--- src/rtl/dispatch_queue.sv ---
// rtl/dispatch_queue.sv - in-order dispatch queue feeding the ALU, Branch and LSB reservation stations
module dispatch_queue #(
   parameter int DEPTH  = 4,
   parameter int N_CDB  = 2,
   parameter int DATA_W = 32,
   parameter int TAG_W  = 4,
   parameter int OP_W   = 6
) (
   input  logic                    clk_in,
   input  logic                    rst_n_in,
   input  logic                    rdy_in,
   input  logic                    flush_in,
   input  logic                    ID_valid,
   output logic                    ID_ready,
   input  logic [1:0]              ID_class,
   input  logic [OP_W-1:0]         ID_op,
   input  logic [DATA_W-1:0]       ID_imm,
   input  logic [DATA_W-1:0]       ID_pc,
   input  logic [TAG_W-1:0]        ID_reg_dest_tag,
   input  logic                    regfile_reg1_valid,
   input  logic [DATA_W-1:0]       regfile_reg1_data,
   input  logic [TAG_W-1:0]        regfile_reg1_tag,
   input  logic                    regfile_reg2_valid,
   input  logic [DATA_W-1:0]       regfile_reg2_data,
   input  logic [TAG_W-1:0]        regfile_reg2_tag,
   output logic [TAG_W-1:0]        ROB_reg1_tag,
   output logic [TAG_W-1:0]        ROB_reg2_tag,
   input  logic                    ROB_reg1_valid,
   input  logic [DATA_W-1:0]       ROB_reg1_data,
   input  logic                    ROB_reg2_valid,
   input  logic [DATA_W-1:0]       ROB_reg2_data,
   input  logic [N_CDB-1:0]        CDB_valid,
   input  logic [N_CDB*TAG_W-1:0]  CDB_tag,
   input  logic [N_CDB*DATA_W-1:0] CDB_data,
   input  logic                    ALURS_full,
   input  logic                    BranchRS_full,
   input  logic                    LSBRS_full,
   output logic                    ALURS_enable,
   output logic                    BranchRS_enable,
   output logic                    LSBRS_enable,
   output logic [OP_W-1:0]         RS_op,
   output logic [DATA_W-1:0]       RS_imm,
   output logic [DATA_W-1:0]       RS_pc,
   output logic [TAG_W-1:0]        RS_reg_dest_tag,
   output logic                    RS_reg1_valid,
   output logic [DATA_W-1:0]       RS_reg1_data,
   output logic [TAG_W-1:0]        RS_reg1_tag,
   output logic                    RS_reg2_valid,
   output logic [DATA_W-1:0]       RS_reg2_data,
   output logic [TAG_W-1:0]        RS_reg2_tag
);
   localparam int               PTR_W    = $clog2(DEPTH);
   localparam logic [PTR_W:0]   FULL_CNT = (PTR_W+1)'(DEPTH);
   localparam logic [PTR_W:0]   ONE_CNT  = (PTR_W+1)'(1);
   localparam logic [PTR_W-1:0] ONE_PTR  = PTR_W'(1);
   localparam logic [1:0]       CLS_ALU  = 2'd0;
   localparam logic [1:0]       CLS_BR   = 2'd1;
   localparam logic [1:0]       CLS_LSB  = 2'd2;

   typedef struct packed {
      logic              valid;
      logic [DATA_W-1:0] data;
      logic [TAG_W-1:0]  tag;
   } opnd_t;

   logic              q_valid [DEPTH];
   logic [1:0]        q_cls   [DEPTH];
   logic [OP_W-1:0]   q_op    [DEPTH];
   logic [DATA_W-1:0] q_imm   [DEPTH];
   logic [DATA_W-1:0] q_pc    [DEPTH];
   logic [TAG_W-1:0]  q_dest  [DEPTH];
   opnd_t             q_s1    [DEPTH];
   opnd_t             q_s2    [DEPTH];
   opnd_t             w_s1    [DEPTH];
   opnd_t             w_s2    [DEPTH];
   opnd_t             new_s1, new_s2;

   logic [PTR_W-1:0]  head, tail;
   logic [PTR_W:0]    count;
   logic              head_full, do_disp, do_enq;

   // A pending operand picks up the first (lowest-index) CDB bus carrying its tag; Null never matches.
   function automatic opnd_t snoop(input opnd_t o);
      opnd_t r;
      r = o;
      if (!o.valid && o.tag != '0) begin
         for (int i = N_CDB-1; i >= 0; i--) begin
            if (CDB_valid[i] && CDB_tag[i*TAG_W +: TAG_W] == o.tag) begin
               r.valid = 1'b1;
               r.data  = CDB_data[i*DATA_W +: DATA_W];
               r.tag   = '0;
            end
         end
      end
      return r;
   endfunction

   // Enqueue-time resolution order: regfile, then ROB, then a same-cycle broadcast.
   function automatic opnd_t capture(input logic rf_v, input logic [DATA_W-1:0] rf_d,
                                     input logic [TAG_W-1:0] rf_t, input logic rob_v,
                                     input logic [DATA_W-1:0] rob_d);
      opnd_t r;
      if (rf_v)       r = '{valid: 1'b1, data: rf_d, tag: '0};
      else if (rob_v) r = '{valid: 1'b1, data: rob_d, tag: '0};
      else            r = snoop('{valid: 1'b0, data: '0, tag: rf_t});
      return r;
   endfunction

   assign ROB_reg1_tag = regfile_reg1_tag;
   assign ROB_reg2_tag = regfile_reg2_tag;
   assign ID_ready     = rst_n_in && (count != FULL_CNT) && rdy_in && !flush_in;
   assign do_enq       = ID_valid && ID_ready;

   // Post-wakeup view of every entry plus the operands of the incoming instruction.
   always_comb begin
      for (int i = 0; i < DEPTH; i++) begin
         w_s1[i] = snoop(q_s1[i]);
         w_s2[i] = snoop(q_s2[i]);
      end
      new_s1 = capture(regfile_reg1_valid, regfile_reg1_data, regfile_reg1_tag,
                       ROB_reg1_valid, ROB_reg1_data);
      new_s2 = capture(regfile_reg2_valid, regfile_reg2_data, regfile_reg2_tag,
                       ROB_reg2_valid, ROB_reg2_data);
   end

   // The head may leave only when its own reservation station has room.
   always_comb begin
      head_full = ALURS_full;
      case (q_cls[head])
         CLS_BR:  head_full = BranchRS_full;
         CLS_LSB: head_full = LSBRS_full;
         default: head_full = ALURS_full;
      endcase
      do_disp = rdy_in && !flush_in && (count != '0) && !head_full;
   end

   // Queue state, wakeup, dispatch payload and strobes.
   always_ff @(posedge clk_in or negedge rst_n_in) begin
      if (!rst_n_in) begin
         head            <= '0;
         tail            <= '0;
         count           <= '0;
         ALURS_enable    <= 1'b0;
         BranchRS_enable <= 1'b0;
         LSBRS_enable    <= 1'b0;
         RS_op           <= '0;
         RS_imm          <= '0;
         RS_pc           <= '0;
         RS_reg_dest_tag <= '0;
         RS_reg1_valid   <= 1'b0;
         RS_reg1_data    <= '0;
         RS_reg1_tag     <= '0;
         RS_reg2_valid   <= 1'b0;
         RS_reg2_data    <= '0;
         RS_reg2_tag     <= '0;
         for (int i = 0; i < DEPTH; i++) begin
            q_valid[i] <= 1'b0;
            q_cls[i]   <= '0;
            q_op[i]    <= '0;
            q_imm[i]   <= '0;
            q_pc[i]    <= '0;
            q_dest[i]  <= '0;
            q_s1[i]    <= '0;
            q_s2[i]    <= '0;
         end
      end else if (!rdy_in) begin
         ALURS_enable    <= 1'b0;
         BranchRS_enable <= 1'b0;
         LSBRS_enable    <= 1'b0;
      end else begin
         ALURS_enable    <= 1'b0;
         BranchRS_enable <= 1'b0;
         LSBRS_enable    <= 1'b0;
         if (flush_in) begin
            head  <= '0;
            tail  <= '0;
            count <= '0;
            for (int i = 0; i < DEPTH; i++) q_valid[i] <= 1'b0;
         end else begin
            for (int i = 0; i < DEPTH; i++) begin
               if (q_valid[i]) begin
                  q_s1[i] <= w_s1[i];
                  q_s2[i] <= w_s2[i];
               end
            end
            if (do_disp) begin
               ALURS_enable    <= (q_cls[head] == CLS_ALU);
               BranchRS_enable <= (q_cls[head] == CLS_BR);
               LSBRS_enable    <= (q_cls[head] == CLS_LSB);
               RS_op           <= q_op[head];
               RS_imm          <= q_imm[head];
               RS_pc           <= q_pc[head];
               RS_reg_dest_tag <= q_dest[head];
               RS_reg1_valid   <= w_s1[head].valid;
               RS_reg1_data    <= w_s1[head].data;
               RS_reg1_tag     <= w_s1[head].tag;
               RS_reg2_valid   <= w_s2[head].valid;
               RS_reg2_data    <= w_s2[head].data;
               RS_reg2_tag     <= w_s2[head].tag;
               q_valid[head]   <= 1'b0;
               head            <= head + ONE_PTR;
            end
            if (do_enq) begin
               q_valid[tail] <= 1'b1;
               q_cls[tail]   <= (ID_class == 2'd3) ? CLS_ALU : ID_class;
               q_op[tail]    <= ID_op;
               q_imm[tail]   <= ID_imm;
               q_pc[tail]    <= ID_pc;
               q_dest[tail]  <= ID_reg_dest_tag;
               q_s1[tail]    <= new_s1;
               q_s2[tail]    <= new_s2;
               tail          <= tail + ONE_PTR;
            end
            case ({do_enq, do_disp})
               2'b10:   count <= count + ONE_CNT;
               2'b01:   count <= count - ONE_CNT;
               default: count <= count;
            endcase
         end
      end
   end
endmodule

--- config.mk ---
export PLATFORM = sky130hd
export DESIGN_NAME = dispatch_queue
export DESIGN_NICKNAME = d
export VERILOG_FILES = /design/src/rtl/dispatch_queue.sv
export SDC_FILE = /design/constraint.sdc
export NUM_CORES = 2
export LEC_CHECK = 0
export ABC_AREA = 1
export BUFFER_PORTS_ARGS = -buffer_cell sky130_fd_sc_hd__buf_2
export CELL_PAD_IN_SITES_DETAIL_PLACEMENT = 2
export CELL_PAD_IN_SITES_GLOBAL_PLACEMENT = 2
export CORE_ASPECT_RATIO = 1.75
export CORE_UTILIZATION = 36
export CTS_BUF_LIST = sky130_fd_sc_hd__clkbuf_16
export CTS_CLUSTER_DIAMETER = 60
export CTS_CLUSTER_SIZE = 16
export DETAILED_ROUTE_END_ITERATION = 6
export HOLD_SLACK_MARGIN = 0.1
export PLACE_DENSITY = 0.91
export SLEW_MARGIN = 30
export SYNTH_ARGS = -nofsm -noshare
export SYNTH_HDL_FRONTEND = slang
export SYNTH_SLANG_ARGS = --single-unit
--- constraint.sdc ---
create_clock -name clk_in -period 6.4 [get_ports clk_in]
set_clock_uncertainty 0.1 [all_clocks]
set_input_delay 0.32 -clock clk_in [delete_from_list [all_inputs] [get_ports clk_in]]
set_output_delay 0.32 -clock clk_in [all_outputs]
set_load 0.005 [all_outputs]
After elaboration in Yosys (flattened, before gate mapping) --
Index checks and enable logic that the tools add are counted.
Storage, ports and cells: memories 0, output and inout bits 160, logic and storage cells 296, latch bits 0, memory bits (read-only) 0, flip-flop bits (word level) 762, RAM bits 0
Operators by class: add/sub/neg operators 4, reductions and logical operators 68, $mul 0, shift operators 0, bitwise operators 6, divide/modulo/power cells 0, $lt $le $gt $ge 4, equality and inequality tests 26, multiplexer cells 124
Operators with widths (count):
- $mux W37 | 63
- $bwmux W148 | 2
- $mux W148 | 2
- $bwmux W128 | 2
- $mux W32 | 5
- $bmux W37 S2 | 2
- $bmux W32 S2 | 2
- $eq A4 B4 Y1 | 20
- $demux W37 S2 | 1
- $demux W32 S2 | 1
- $reduce_bool A4 Y1 | 10
- $logic_and A1 B1 Y1 | 37
- $mux W4 | 8
- $bwmux W24 | 1
- $mux W6 | 3
- $bwmux W16 | 1
- $mux W2 | 8
- $bmux W6 S2 | 1
- $demux W6 S2 | 1
- $mux W1 | 11
- $logic_not A1 Y1 | 10
- $bmux W4 S2 | 1
- $bwmux W8 | 1
- $demux W4 S2 | 1
- other kinds (24) | 38

Logic depth before layout (Yosys ltp) --
depth in word-level cells 14, depth in mapped cells 18, depth with buffers taken out 16

Least setup slack after synthesis --
OpenSTA, ideal clock, no wires.
path type register to register, start reg head[0], end reg count[2], period minus slack after synthesis 3367 ps, cell stages (with the launch flop) 19, arrival time 3184 ps, setup slack 3033 ps, buffers on the path 3, setup time 83 ps, cells stage by stage dfrtp_1 > buf_2 > inv_2 > clkbuf_1 > clkbuf_1 > nand2_1 > a32oi_1 > inv_1 > ha_1 > o21ai_0 > nor2_1 > nand2_1 > inv_2 > nand2_1 > inv_1 > fa_1 > xor2_1 > xor2_1 > o21ai_0
Between the ends: cells in the longest elaborated chain, start to end 11, elaborated cells on any way between the ends 15, those cells by class eq/ne: 4; mux: 6; bitwise: 1; reduce/logical: 4
Ends and longest elaborated chain:
- from (decl) | line 78 | logic [PTR_W-1:0] head, tail;
- from (signal assigned) | line 201 | head <= head + ONE_PTR;
- $not A2 Y3 (implied by the code) (*) | line 129 | case (q_cls[head])
- $bmux W2 S2 (*) | line 129
- $mux W2 (implied by the code) (*) (2 in series) | line 129
- $eq A2 B2 Y1 / $eq A2 B1 Y1 (equally long branches) | line 129
- $pmux W1 S2 (*) | line 129
- $logic_not A1 Y1 (*) | line 134 | do_disp = rdy_in && !flush_in && (count != '0) && !head_full;
- $logic_and A1 B1 Y1 (*) | line 134
- $eq A2 B1 Y1 / $eq A2 B2 Y1 (equally long branches) | line 214 | case ({do_enq, do_disp})
- $pmux W3 S2 / $reduce_bool A3 Y1 (equally long branches)
- $mux W3 / $reduce_and A2 Y1 (equally long branches)
- to (signal assigned) | line 215 | 2'b10: count <= count + ONE_CNT;
- to (signal assigned) | line 216 | 2'b01: count <= count - ONE_CNT;
- to (signal assigned) | line 217 | default: count <= count;
- to (decl) | line 79 | logic [PTR_W:0] count;
Mark *: on every way between the ends. The rest lies on a longest branch, timed or not. The select of a mux whose other input is x is not followed. A chain may end at the register's enable or synchronous reset.

Worst setup path after layout --
start reg head[0], end reg RS_imm[2]
Between the ends: cells in the longest elaborated chain, start to end 9, elaborated cells on any way between the ends 13, those cells by class eq/ne: 2; mux: 7; bitwise: 1; reduce/logical: 3
Ends and longest elaborated chain:
- $not A2 Y3 (implied by the code) (*) | line 129, 191
- $bmux W2 S2 | line 129
- $mux W2 (implied by the code) (2 in series) | line 129
- $eq A2 B2 Y1 / $eq A2 B1 Y1 (equally long branches) | line 129
- $pmux W1 S2 | line 129
- $logic_not A1 Y1 | line 134
- $logic_and A1 B1 Y1 | line 134
- $reduce_and A3 Y1 (no source line)
- to (signal assigned) | line 191 | RS_imm <= q_imm[head];
- to (decl) | line 42 | output logic [DATA_W-1:0] RS_imm,
Marked as above.

==> implementation parameters <==
Parameter                              Value

Status
  Status    finished, violations left
  Violations in the final reports    DRC

Cells and area
  Area overhead of the layout relative to synthesis    13.39%
  Final standard cell count with taps included and fillers excluded    10,060
  Final Net Count    approximately 8,500
  Share of post-route cells with drive strength above 1    9.417%
  Final design instance area without fill    between 50,000 and 60,000 um^2
  Post-layout utilization of the core    between 40 and 50%

GRT
  Wire length of the first global-routing pass    about 490,000 um
  Number of global-route vias before repair    around 75,000
  Congestion Overflow GR    0
  Antenna violations before repair    48
  Pin count of the biggest net entering global routing    164
  GRT Total Usage    a little under half

Synthesis
  Post-synthesis cell type count    39
  Post-synthesis cell count    between 7,000 and 8,000
  Synthesized netlist net count    ~8,300
  Leading cell types by total area after synthesis    sky130_fd_sc_hd__dfrtp_1, sky130_fd_sc_hd__nand2_1, sky130_fd_sc_hd__nand3_1
  Post-synth EDFFs    0
  Number of synthesized register bits    ~760
  Commonest cells in the synthesized netlist    sky130_fd_sc_hd__nand2_1, sky130_fd_sc_hd__nand3_1, sky130_fd_sc_hd__dfrtp_1
  Dominant cell type by area after synthesis    sky130_fd_sc_hd__dfrtp_1
  Synthesis warning total    0
  Cell with the most instances after synthesis    sky130_fd_sc_hd__nand2_1
  Synthesized area divided by synthesized cell count    ~6.3 um^2
  Sequential-to-total area share from yosys stat    37.98%
  Fraction of synthesis flops using an asynchronous set or reset pin    100.0%
  Syn Std Cell Area    ~50,000 um^2
  Prevailing post-synth register cell    sky130_fd_sc_hd__dfrtp_1
  Post-synth top area share    between 30% and 40%

Placement
  Routability Congestion    between 0.9 and 1
  Area of placed instances    approximately 53,000 um^2
  Number of port buffers    about 460
  Number of cells after detailed placement    a little under 10,000
  Total half-perimeter wirelength after legalization and detailed placement    roughly 180,000 um

Floorplan
  Die width    284.3 um
  Starting density of the core    between 30% and 40%
  Chip Height    496.0 um
  Number of top-level pins    about 460
  Core Region    around 140,000 um^2
  Die area    between 100,000 and 150,000 um^2
  Std-Cell Rows    180

STA
  Hold Violations, Final    0
  Total negative setup slack    0 ns
  Number of setup violations in the final report    0
  Slew Viols, Final    0
  Max_slew headroom    23.30%
  RSZ-0062 raised after global routing    no
  Final period demand of the worst path    5.404 ns
  WHS    ~0.11 ns
  Tcrit/Tclk final    between 80% and 90%
  Maximum clock frequency    around 0.19 GHz
  Transition time at the pin with the least slew margin    between 1 and 1.5 ns

Setup path
  Data required time of the critical path    6.91 ns
  Critical path arrival    5.91 ns
  Startpoint class of the critical path    flip-flop
  Worst R2R End    RS_imm[2]
  Worst reg2reg startpoint    head[0]
  Critical path capture point type    flip-flop
  Number of cell instances on the worst register-to-register path    12
  Highest net fanout along the worst path    140
  Reg2reg setup slack    between 0.9 and 1 ns
  Critical path class    flip-flop to flip-flop

Route
  Number of vias per cell    6.559
  Routed wire length    approximately 330,000 um
  Vias    ~66,000
  Remaining number of nets flagged by the antenna check after routing    0
  Drt drc    1
  Total iterations of the first detailed-routing run    7
  Violation count after the first detailed-route iteration    approximately 7,100
  Per-cell routed wire length    between 30 and 40 um

Clock tree
  TritonCTS clock tree    built
  Clock Sink Count    between 700 and 800
  Max Buffers Root-to-Sink    3
  Clock-pin transition on the worst setup and hold timing paths    approximately 0.08 ns
  Number of clock buffers inserted by TritonCTS    69
  H-tree Lvls    3
  CTS Root Cell    sky130_fd_sc_hd__clkbuf_16
  Cts repair resizes    0
  Clock insertion delay at the later pin of the skew report    approximately 0.76 ns

Worst hold path
  Hold/Removal Path Class    input pin to flip-flop
  Worst hold path depth    6
  Critical hold path startpoint    regfile_reg2_data[10]
  WHS Endpoint    q_s2[14]

Pwr
  Leakage Power    29.68 nW
  Power Dens Cells    413.8 nW/um^2
  Worst VDD drop    0.3010 mV

Job
  Max capacitance violation total    0
-- metrics by stage --
stage          total power, mW  setup WS (ns)
3_3_place_gp             16.17          1.633
5_1_grt                  24.20         0.7719
3_5_place_dp             17.19          1.460
2_1_floorplan            13.03          3.033
4_1_cts                  22.07          1.272
6_report                 23.56         0.9960
-- area by class of cell --
class | instances | area [um^2]
tap | 1820 | 2277
multi-input combinational | 6039 | 26340
clock inverter | 34 | 314.1
sequential | 762 | 19090
fill | 16620 | 80900
clock buffer | 73 | 1827
timing repair buffer | 697 | 4687
antenna | 18 | 45.04
inverter | 614 | 2355
-- repair_timing --
item                                   CTS  global route
hold buffers                           127             1
buffers inserted                         0             0
endpoints found under the hold margin  445             1
-- power by group --
group	internal [mW]	switching, mW	total [mW]	leakage (nW)
sequential	6.45	1.62	8.06	9.41
clock	2.22	2.45	4.66	1.07
combinational	2.93	7.90	10.8	19.2
total	11.6	12.0	23.6	29.7
-- kinds of logic after synthesis --
kind of cell               share of synthesized area, %
and+or+nand+nor                                   40.87
buffers and inverters                             9.920
AOI/OAI and AO/OA                                 10.68
DFF                                               37.98
xor gates and xnor gates                         0.2442
adders and majority gates                        0.3140
-- cells in the final DEF, fill, tap and decap left out, types with 18 or more instances in the layout --
| master | netlist | final |
|---|---|---|
| sky130_fd_sc_hd__inv_1 | 565 | 566 |
| sky130_fd_sc_hd__buf_4 | 36 | 91 |
| sky130_fd_sc_hd__nor2_1 | 717 | 717 |
| sky130_fd_sc_hd__dlygate4sd3_1 | 0 | 127 |
| sky130_fd_sc_hd__clkbuf_16 | 0 | 73 |
| sky130_fd_sc_hd__dfrtp_1 | 762 | 756 |
| sky130_fd_sc_hd__o211ai_1 | 65 | 65 |
| sky130_fd_sc_hd__diode_2 | 0 | 18 |
| sky130_fd_sc_hd__or2_2 | 32 | 32 |
| sky130_fd_sc_hd__a31oi_1 | 108 | 108 |
| sky130_fd_sc_hd__clkinv_1 | 33 | 38 |
| sky130_fd_sc_hd__a21oi_1 | 158 | 158 |
| sky130_fd_sc_hd__o22ai_1 | 44 | 44 |
| sky130_fd_sc_hd__o21ai_0 | 563 | 563 |
| sky130_fd_sc_hd__nand2_1 | 3150 | 3144 |
| sky130_fd_sc_hd__nand3_1 | 1115 | 1107 |
| sky130_fd_sc_hd__buf_2 | 148 | 456 |
-- worst max path at each step --
stage,depth (start not counted),end,from,slack [ns]
final,12,RS_imm[2],head[0],1.0
after global routing,12,RS_imm[2],head[0],0.77
after CTS,15,count[2],head[0],1.27
after detailed placement,15,count[2],head[0],1.46
after global placement,15,count[2],head[0],1.63
after floorplan,18,count[2],head[0],3.03
-- sequential cells by signal (all words and copies together), names as in the netlist, 8 cells and up --
register	flops
q_s2	148
RS_reg2_data	32
q_pc	128
q_s1	148
RS_pc	32
q_op	24
q_dest	16
RS_reg1_data	32
q_cls	8
q_imm	128
RS_imm	32
-- worst max-delay path: stages (launching register included) --
cell	delay (ns)
sky130_fd_sc_hd__dfrtp_4	0.89
sky130_fd_sc_hd__buf_4	0.78
sky130_fd_sc_hd__a21oi_1	0.17
sky130_fd_sc_hd__a32oi_1	0.27
sky130_fd_sc_hd__inv_1	0.12
sky130_fd_sc_hd__ha_1	0.33
sky130_fd_sc_hd__o21ai_0	0.10
sky130_fd_sc_hd__nor2_1	0.23
sky130_fd_sc_hd__nand2_4	0.36
sky130_fd_sc_hd__inv_8	0.53
sky130_fd_sc_hd__buf_12	0.52
sky130_fd_sc_hd__nor2_1	0.13
sky130_fd_sc_hd__a31oi_1	0.35
-- per-layer routing --
layer,part of all wire (%),vias to the layer above,wire length (um),track usage (%)
li1,-,25690,-,-
met1,33,32680,110800,48.16
met2,46,5066,152400,74.53
met3,11,2460,37070,15.46
met4,10,64,34100,41.21
met5,0.17,-,569,0.6757
Power figures use the tool's default switching activity.
